**config.mk**
```make
export PLATFORM = sky130hd
export DESIGN_NAME = alu
export DESIGN_NICKNAME = d
export VERILOG_FILES = /design/src/rtl/alu.sv
export SDC_FILE = /design/constraint.sdc
export NUM_CORES = 1
export LEC_CHECK = 0
export BUFFER_PORTS_ARGS = -buffer_cell sky130_fd_sc_hd__buf_2
export CORE_MARGIN = 1.5
export CORE_UTILIZATION = 30
export DETAILED_ROUTE_END_ITERATION = 7
export SLEW_MARGIN = 10
export SYNTH_ARGS = -nofsm -noshare
export SYNTH_HDL_FRONTEND = slang
export SYNTH_SLANG_ARGS = --single-unit
```
**constraint.sdc**
```tcl
create_clock -name clk -period 5.1 [get_ports clk]
set_input_delay 0.255 -clock clk [delete_from_list [all_inputs] [get_ports clk]]
set_output_delay 0.255 -clock clk [all_outputs]
set_load 0.05 [all_outputs]
```
**src/rtl/alu.sv**
```systemverilog
// Single-cycle accumulator ALU. Executes one 12-bit instruction per clock.
// It emits the accumulator through a valid-qualified output port.
// HALT stops it until reset.
module alu #(
  parameter int unsigned data_width        = 12,
  parameter int unsigned instruction_width = 12
) (
  input  logic                         clk,
  input  logic                         rst,
  input  logic [instruction_width-1:0] instruction,
  output logic [data_width-1:0]        out_data,
  output logic                         out_valid,
  output logic                         halt
);

  typedef enum logic [3:0] {
    OpNop  = 4'h0,
    OpLdi  = 4'h1,
    OpLdh  = 4'h2,
    OpAddi = 4'h3,
    OpSubi = 4'h4,
    OpAndi = 4'h5,
    OpOri  = 4'h6,
    OpXori = 4'h7,
    OpShl  = 4'h8,
    OpShr  = 4'h9,
    OpSt   = 4'hA,
    OpLd   = 4'hB,
    OpAddr = 4'hC,
    OpSubr = 4'hD,
    OpOut  = 4'hE,
    OpHalt = 4'hF
  } op_e;

  // Bits [11:8] of the accumulator, truncated when data_width is narrower than 12.
  localparam logic [data_width-1:0] HiMask = data_width'(12'hF00);

  logic [data_width-1:0] acc_q, acc_d;
  logic [data_width-1:0] regs_q [4];
  logic [data_width-1:0] out_data_q, out_data_d;
  logic                  out_valid_q, out_valid_d;
  logic                  halt_q, halt_d;
  logic                  reg_we;

  op_e                   op;
  logic [7:0]            imm;
  logic [1:0]            r;
  logic [3:0]            sh;
  logic [data_width-1:0] imm_ext;
  logic [data_width-1:0] reg_rd;

  assign op      = op_e'(instruction[instruction_width-1 -: 4]);
  assign imm     = instruction[7:0];
  assign r       = imm[1:0];
  assign sh      = imm[3:0];
  assign imm_ext = data_width'(imm);
  assign reg_rd  = regs_q[r];

  // Next-state decode for one instruction. A halted core holds all state.
  always_comb begin
    acc_d       = acc_q;
    out_data_d  = out_data_q;
    out_valid_d = 1'b0;
    halt_d      = halt_q;
    reg_we      = 1'b0;
    if (!halt_q) begin
      unique case (op)
        OpNop:  ;
        OpLdi:  acc_d = imm_ext;
        OpLdh:  acc_d = (acc_q & ~HiMask) | data_width'({imm[3:0], 8'h00});
        OpAddi: acc_d = acc_q + imm_ext;
        OpSubi: acc_d = acc_q - imm_ext;
        OpAndi: acc_d = acc_q & imm_ext;
        OpOri:  acc_d = acc_q | imm_ext;
        OpXori: acc_d = acc_q ^ imm_ext;
        // Shift amounts at or past the width naturally yield zero.
        OpShl:  acc_d = acc_q << sh;
        OpShr:  acc_d = acc_q >> sh;
        OpSt:   reg_we = 1'b1;
        OpLd:   acc_d = reg_rd;
        OpAddr: acc_d = acc_q + reg_rd;
        OpSubr: acc_d = acc_q - reg_rd;
        OpOut: begin
          out_data_d  = acc_q;
          out_valid_d = 1'b1;
        end
        OpHalt: begin
          out_data_d  = acc_q;
          out_valid_d = 1'b1;
          halt_d      = 1'b1;
        end
        default: ;
      endcase
    end
  end

  // State update with synchronous reset overriding everything, including halt.
  always_ff @(posedge clk) begin
    if (rst) begin
      acc_q       <= '0;
      out_data_q  <= '0;
      out_valid_q <= 1'b0;
      halt_q      <= 1'b0;
      for (int i = 0; i < 4; i++) regs_q[i] <= '0;
    end else begin
      acc_q       <= acc_d;
      out_data_q  <= out_data_d;
      out_valid_q <= out_valid_d;
      halt_q      <= halt_d;
      if (reg_we) regs_q[r] <= acc_q;
    end
  end

  assign out_data  = out_data_q;
  assign out_valid = out_valid_q;
  assign halt      = halt_q;

endmodule

```
==> flow_summary_export.csv, run 1 <==
group,metric,value,unit
outcome,status,"completed",
floorplan,rows,50,
yosys,netlist_area,0.00575,sq mm
worst_hold_path,hold_path.class,"input pin to flip-flop",
timing,finalSetupViolations,0,
floorplan,dieWidth,141,um
floorplan,fp.dieH,141,um
layout,drive_above_1_share,13.2,%
clocking,clk_latency,0.35,ns
timing,slew_violations,0,
critical_path,critical_path_class,"input pin to flip-flop",
critical_path,start_kind,"input pin",
timing,post-route-period-util,77.2,%
yosys,synth_cells,662,
clocking,tritoncts,"done",
power_and_ir_drop,p_leak,2.55,nW
yosys,synth_fa_ha_area_share,6.88,%
clocking,clockBufferDepth,2,
yosys,ys_top_cells_by_count,"77 x nor2_1, 73 x nand2_1, 58 x a21oi_1",
placed_design,dp_hpwl,12800,um
critical_path,critical_path_depth,17,
global_route,grt_pass1_wl,29000,um
yosys,synth-edff-count,48,
yosys,synth_cell_types,64,
yosys,synth.ff_latch_count,74,
critical_path,crit_chain,"buf_2 -> mux4_2 -> inv_1 -> ha_1 -> nor2b_1 -> a21oi_1 -> xor2_1 -> o22ai_1 -> ha_1 -> a21o_1 -> a21o_1 -> or3_1 -> o221ai_1 -> xnor2_1 -> xnor2_1 -> a2111oi_1 -> nor3_1",
layout,stdcell_area,0.00638,sq mm
yosys,synth_compound_area_share,20.0,%
layout,synthToLayoutAreaGrowth,11.0,%
yosys,synth_top_area_share,25.1,%
worst_hold_path,hp-start,"instruction[4]",
yosys,ys_seq_area_share,34.1,%
layout,antenna_cells,0,
timing,rsz0062_at_grt,"no",
yosys,yosys.area.top_type,"edfxtp_1",
yosys,yosys-top-cells-area,"edfxtp_1 25%, dfxtp_1 9.1%, mux4_2 7.1%",
critical_path,critPathLaunch,"instruction[0]",
critical_path,rr_startpoint,"regs_q[2][1]",
power_and_ir_drop,irDropWorstVdd,0.000158,V
timing,finalHoldViolations,0,
detailed_routing,routed_wl,18700,um
critical_path,critical_path.max_fanout,13,
clocking,clk_pin_slew,0.06,ns
timing,setup_tns,0,ns
power_and_ir_drop,clkPwrFrac,38.1,%
detailed_routing,wl_per_cell,20.7,um
detailed_routing,firstDrtPassIters,5,
power_and_ir_drop,seqPwrFrac,38.1,%
layout,stdcell_count,900,
layout,layout.nets,706,
detailed_routing,via_per_inst,5.73,
clocking,ctsHoldBuffers,0,
yosys,synthArstFlopShare,0,%
placed_design,placed_area,0.00605,sq mm
clocking,numCtsBuffers,9,
floorplan,dieArea,0.0200,sq mm
timing,tightest_slew,1.11,ns
detailed_routing,ant_nets,0,
global_route,antenna_found_initial,0,
critical_path,cp_slowest_cell,"mux4_2",
global_route,grtUsageTotal,19.1,%
clocking,cts_resized,0,
yosys,synth_flop_cell,"edfxtp_1",
yosys,yosys_warnings,0,
worst_hold_path,min_path_cells,3,
yosys,synth_xor_area_share,2.74,%
timing,fmax,254,MHz
detailed_routing,drt_iter0_drc,579,
power_and_ir_drop,p_per_area,296,mW/mm^2
critical_path,end_kind,"flip-flop",
yosys,yosys.area_share.simple,18.1,%
critical_path,cp_top_family,"compound AO/OA/AOI/OAI gates",
timing,finalClockSkew,0.0130,ns
yosys,synth.most_common_cell,"nor2_1",
power_and_ir_drop,netSwitchingPower,0.618,mW
floorplan,core,0.0188,sq mm
detailed_routing,drc,0,
power_and_ir_drop,switching_share,32.7,%
yosys,synth_top_family_by_area,"compound AO/OA/AOI/OAI gates",
floorplan,initial_core_util,30.6,%
power_and_ir_drop,combPwrFrac,23.8,%
detailed_routing,vias,5153,
floorplan,io_pins,28,
yosys,syn_area_per_cell,8.68,sq um
placed_design,placement.io_buffers,27,
global_route,grt_max_degree,36,
clocking,cts_root_buf,"clkbuf_16",
run,drv_cap,0,
timing,maxSlewHeadroom,25.7,%
critical_path,arrival,4.14,ns
placed_design,placed_cells,884,
global_route,grt_overflow_total,0,
timing,fin_crit,3.94,ns
power_and_ir_drop,p_int,1.27,mW
placed_design,gp_congestion,0.905,
yosys,synth_nets,707,
global_route,grt_pass1_vias,4858,
yosys,synthMuxAreaShare,11.4,%
critical_path,path_buf_inv,2,
critical_path,cp_slowest_stage_delay,0.65,ns
clocking,cts_setup_buffers,0,
clocking,cts_max_level,3,
critical_path,rr_worst_depth,16,
clocking,clock-sinks,74,
critical_path,critPathRequiredTime,5.30,ns
## cell type report
| cell class | count | area (sq um) |
|---|---|---|
| flip-flops and latches | 74 | 1960 |
| inverters | 40 | 150 |
| multi-input cells | 497 | 3420 |
| clock buffers | 9 | 225 |
| repair buffers | 39 | 225 |
| clock inverters | 7 | 101 |
| well taps | 234 | 293 |
| fillers | 1940 | 12400 |
## sequential cells by signal, indices dropped and copies added, names as in the netlist
register	count
out_valid	1
halt	1
regs_q	48
acc_q	12
out_data	12
## placed cells by master (no fill, tap or decap), types with 9 or more instances in the layout
| cell type | n |
|---|---|
| a21oi_1 | 58 |
| a31oi_1 | 9 |
| and2_1 | 13 |
| buf_2 | 27 |
| buf_4 | 12 |
| clkbuf_16 | 9 |
| dfxtp_1 | 26 |
| edfxtp_1 | 48 |
| ha_1 | 30 |
| inv_1 | 37 |
| mux2i_1 | 23 |
| mux4_2 | 18 |
| nand2_1 | 73 |
| nor2_1 | 77 |
| nor3_1 | 18 |
| o21ai_0 | 25 |
| o22ai_1 | 13 |
| xnor2_1 | 9 |
| xor2_1 | 9 |
## power by group through the flow
stage / combinational, mW / clock [mW] / sequential, mW
after floorplan: 0.341 / 0 / 0.697
after global placement: 0.437 / 0 / 0.731
after detailed placement: 0.441 / 0 / 0.732
after CTS: 0.444 / 0.724 / 0.719
after global routing: 0.491 / 0.743 / 0.724
final: 0.450 / 0.719 / 0.720
## worst min-delay path, stage by stage
cell	delay, ns
buf_2	0.13
o211ai_1	0.13
a21oi_1	0.14
## metrics by stage
stage / setup WS, ns / hold slack (ns) / power, mW / util, %
finish: 1.16 / 0.350 / 1.89 / 34.0
CTS: 1.14 / 0.350 / 1.89 / 34.0
floorplan: 1.44 / 0.492 / 1.04 / -
global route: 0.875 / 0.381 / 1.96 / 34.0
global placement: 0.847 / 0.440 / 1.17 / 32.2
detailed placement: 0.779 / 0.448 / 1.17 / 32.2
## final timing paths
path / slack [ns] / end
worst max-delay path: 1.16 / acc_q[11]
worst max register to register: 1.19 / acc_q[11]
worst min-delay path: 0.35 / acc_q[4]
worst min register to register: 0.46 / out_data[7]
## metal layers
metal	GRT usage [%]	share of wire, %
met1	26.0	44
met2	29.7	46
met3	3.41	7.0
met4	8.25	3.0
met5	0	0
## cells by family after synthesis
family,Yosys count
AOI/OAI and AO/OA,179
muxes,43
adders and majority gates,31
buffers and inverters,91
DFF,74
xor gates and xnor gates,18
and+or+nand+nor,226
Note: power is estimated with default switching activity, not from simulation.
==> run 2, diff against run 1 <==
==> constraint.sdc (replaced) <==
create_clock -name clk -period 3.5 [get_ports clk]
set_input_delay 0.175 -clock clk [delete_from_list [all_inputs] [get_ports clk]]
set_output_delay 0.175 -clock clk [all_outputs]
set_load 0.05 [all_outputs]
==> run 2 against run 1 <==
  * The flow now finishes with violations (setup timing)
  * Via count increased by 5.9%
  * Design area up 12%
  * Hold slack got worse by 0.088 ns
  * Count of clock-buffer cells in the layout unchanged
  * Clock skew shrank 0.0054 ns
  * Sequential share of layout area decreased by 3.3 points
  * Flip-flop and latch count stayed put
  * Register-to-register slack got worse by 1.4 ns
  * Total power rose by 53%
  * Largest cell class unchanged
  * Largest power group unchanged
==> flow_summary_export.csv, run 2 (same netlist as run 1, synthesis figures left out) <==
group,metric,value,unit
outcome,status,"finished with violations",
outcome,violations,"setup timing",
placed_design,gp_congestion,0.959,
critical_path,r2r_end,"acc_q[11]",
layout,final_common_cell,"buf_4",
detailed_routing,wl_per_cell,19.7,um
floorplan,fp.dieH,141,um
power_and_ir_drop,power,2.88,mW
timing,finalWorstSetupSlack,-0.176,ns
clocking,cts_root_buf,"clkbuf_16",
placed_design,dp_hpwl,13900,um
layout,multiInputGateArea,0.00361,sq mm
layout,layout.nets,785,
power_and_ir_drop,seqPwrFrac,35.6,%
layout,final_cell_mix,"86 x buf_4, 77 x nor2_1, 73 x nand2_1",
critical_path,rr_worst_depth,17,
floorplan,rows,50,
timing,finalHoldViolations,0,
power_and_ir_drop,p_int,1.92,mW
clocking,tritoncts,"done",
detailed_routing,firstDrtPassIters,6,
clocking,clockBufferDepth,2,
critical_path,start_kind,"flip-flop",
clocking,clk_pin_slew,0.07,ns
timing,slew_violations,0,
detailed_routing,drc,0,
worst_hold_path,holdPathEnd,"halt",
power_and_ir_drop,netSwitchingPower,0.964,mW
detailed_routing,drt_iter0_drc,608,
critical_path,r2r_setup_slack,-0.18,ns
timing,fmax,272,MHz
global_route,grt_pass1_wl,29900,um
run,drv_cap,0,
layout,seq_area,0.00196,sq mm
layout,synthToLayoutAreaGrowth,24.5,%
detailed_routing,vias,5459,
global_route,grt_max_degree,36,
detailed_routing,ant_nets,0,
layout,antenna_cells,0,
critical_path,critPathRequiredTime,3.71,ns
critical_path,end_kind,"flip-flop",
critical_path,arrival,3.88,ns
power_and_ir_drop,p_leak,2.99,nW
floorplan,dieWidth,141,um
power_and_ir_drop,irDropWorstVdd,0.000239,V
global_route,grt_pass1_vias,5074,
power_and_ir_drop,combPwrFrac,30.2,%
timing,finalSetupViolations,3,
clocking,cts_max_level,3,
detailed_routing,via_per_inst,5.58,
global_route,grtUsageTotal,19.6,%
worst_hold_path,hp-start,"instruction[8]",
global_route,antenna_found_initial,0,
critical_path,critical_path_class,"flip-flop to flip-flop",
floorplan,io_pins,28,
timing,setup_tns,-0.290,ns
clocking,clock-sinks,74,
worst_hold_path,hold_path.class,"input pin to flip-flop",
detailed_routing,routed_wl,19300,um
timing,tightest_slew,1.27,ns
clocking,clk_latency,0.35,ns
timing,finalClockSkew,0.00754,ns
timing,post-route-period-util,105,%
floorplan,core,0.0188,sq mm
placed_design,placement.io_buffers,27,
floorplan,dieArea,0.0200,sq mm
power_and_ir_drop,clkPwrFrac,34.2,%
layout,drive_above_1_share,26.4,%
timing,fin_crit,3.68,ns
layout,largest_reg_flops,48,
timing,rsz0062_at_grt,"yes",
layout,stdcell_area,0.00716,sq mm
power_and_ir_drop,p_per_area,402,mW/mm^2
global_route,grt_overflow_total,0,
layout,n_fill_cell,1889,
power_and_ir_drop,switching_share,33.5,%
floorplan,initial_core_util,30.6,%
timing,maxSlewHeadroom,14.7,%
critical_path,rr_startpoint,"regs_q[2][1]",
clocking,numCtsBuffers,9,
worst_hold_path,min_path_cells,3,
critical_path,critical_path.max_fanout,4,
layout,regMostFlops,"regs_q",
placed_design,placed_area,0.00658,sq mm
## run 2: cell type report
type	instances	area share [%]
inverter	40	2.10
timing repair buffer	118	11.7
clock buffer	9	3.15
sequential	74	27.4
tap	234	4.09
multi-input combinational	497	50.4
clock inverter	7	1.15
## run 2: how the worst max path moves through the flow
stage	from	depth (start not counted)	to
5_1_grt	regs_q[3][1]	17	acc_q[11]
4_1_cts	regs_q[3][1]	16	acc_q[11]
3_5_place_dp	instruction[0]	17	acc_q[8]
3_3_place_gp	instruction[0]	17	acc_q[8]
2_1_floorplan	instruction[0]	16	acc_q[11]
6_report	regs_q[2][1]	17	acc_q[11]
## run 2: worst max-delay path, cell delays in order, from the launching register on
cell and delay (ns):
edfxtp_1 0.38, mux4_2 0.50, inv_2 0.09, ha_4 0.13
nor2b_4 0.13, buf_6 0.11, a21oi_2 0.05, xor2_1 0.20
o22ai_1 0.14, ha_2 0.21, a21o_1 0.17, a21o_1 0.19
or3_4 0.35, o221ai_4 0.19, xnor2_2 0.09, xnor2_1 0.16
a2111oi_2 0.39, nor3_1 0.07
## run 2: power groups by stage
stage                     sequential (mW)  clock (mW)  combinational (mW)
final                                1.03       0.986               0.869
after global routing                 1.03        1.03               0.936
after CTS                            1.02       0.996               0.782
after detailed placement             1.04           0               0.765
after global placement               1.04           0               0.765
after floorplan                      1.02           0               0.499
## run 2: metrics by stage
| step | util (%) | hold slack, ns | worst slack (ns) | instances |
|---|---|---|---|---|
| final | 38.1 | 0.263 | -0.176 | 979 |
| after global routing | 38.1 | 0.296 | -0.387 | 979 |
| after CTS | 36.9 | 0.260 | -0.134 | 973 |
| after detailed placement | 35.1 | 0.447 | -0.311 | 955 |
| after global placement | 35.1 | 0.441 | -0.332 | 955 |
| after floorplan | - | 0.412 | -0.0429 | 662 |
## run 2: what timing repair did
item | 4_1_cts | 5_1_grt
resized for setup | 6 | 40
setup endpoints to repair | 6 | 6
hold buffers | 0 | 0
setup buffers | 2 | 8
pin swaps | 8 | 33
## run 2: routing by layer
layer | routed length (um) | global-route usage (%)
met1 | 8170 | 25.8
met2 | 8940 | 31.6
met3 | 1450 | 4.02
met4 | 711 | 7.81
met5 | 0 | 0
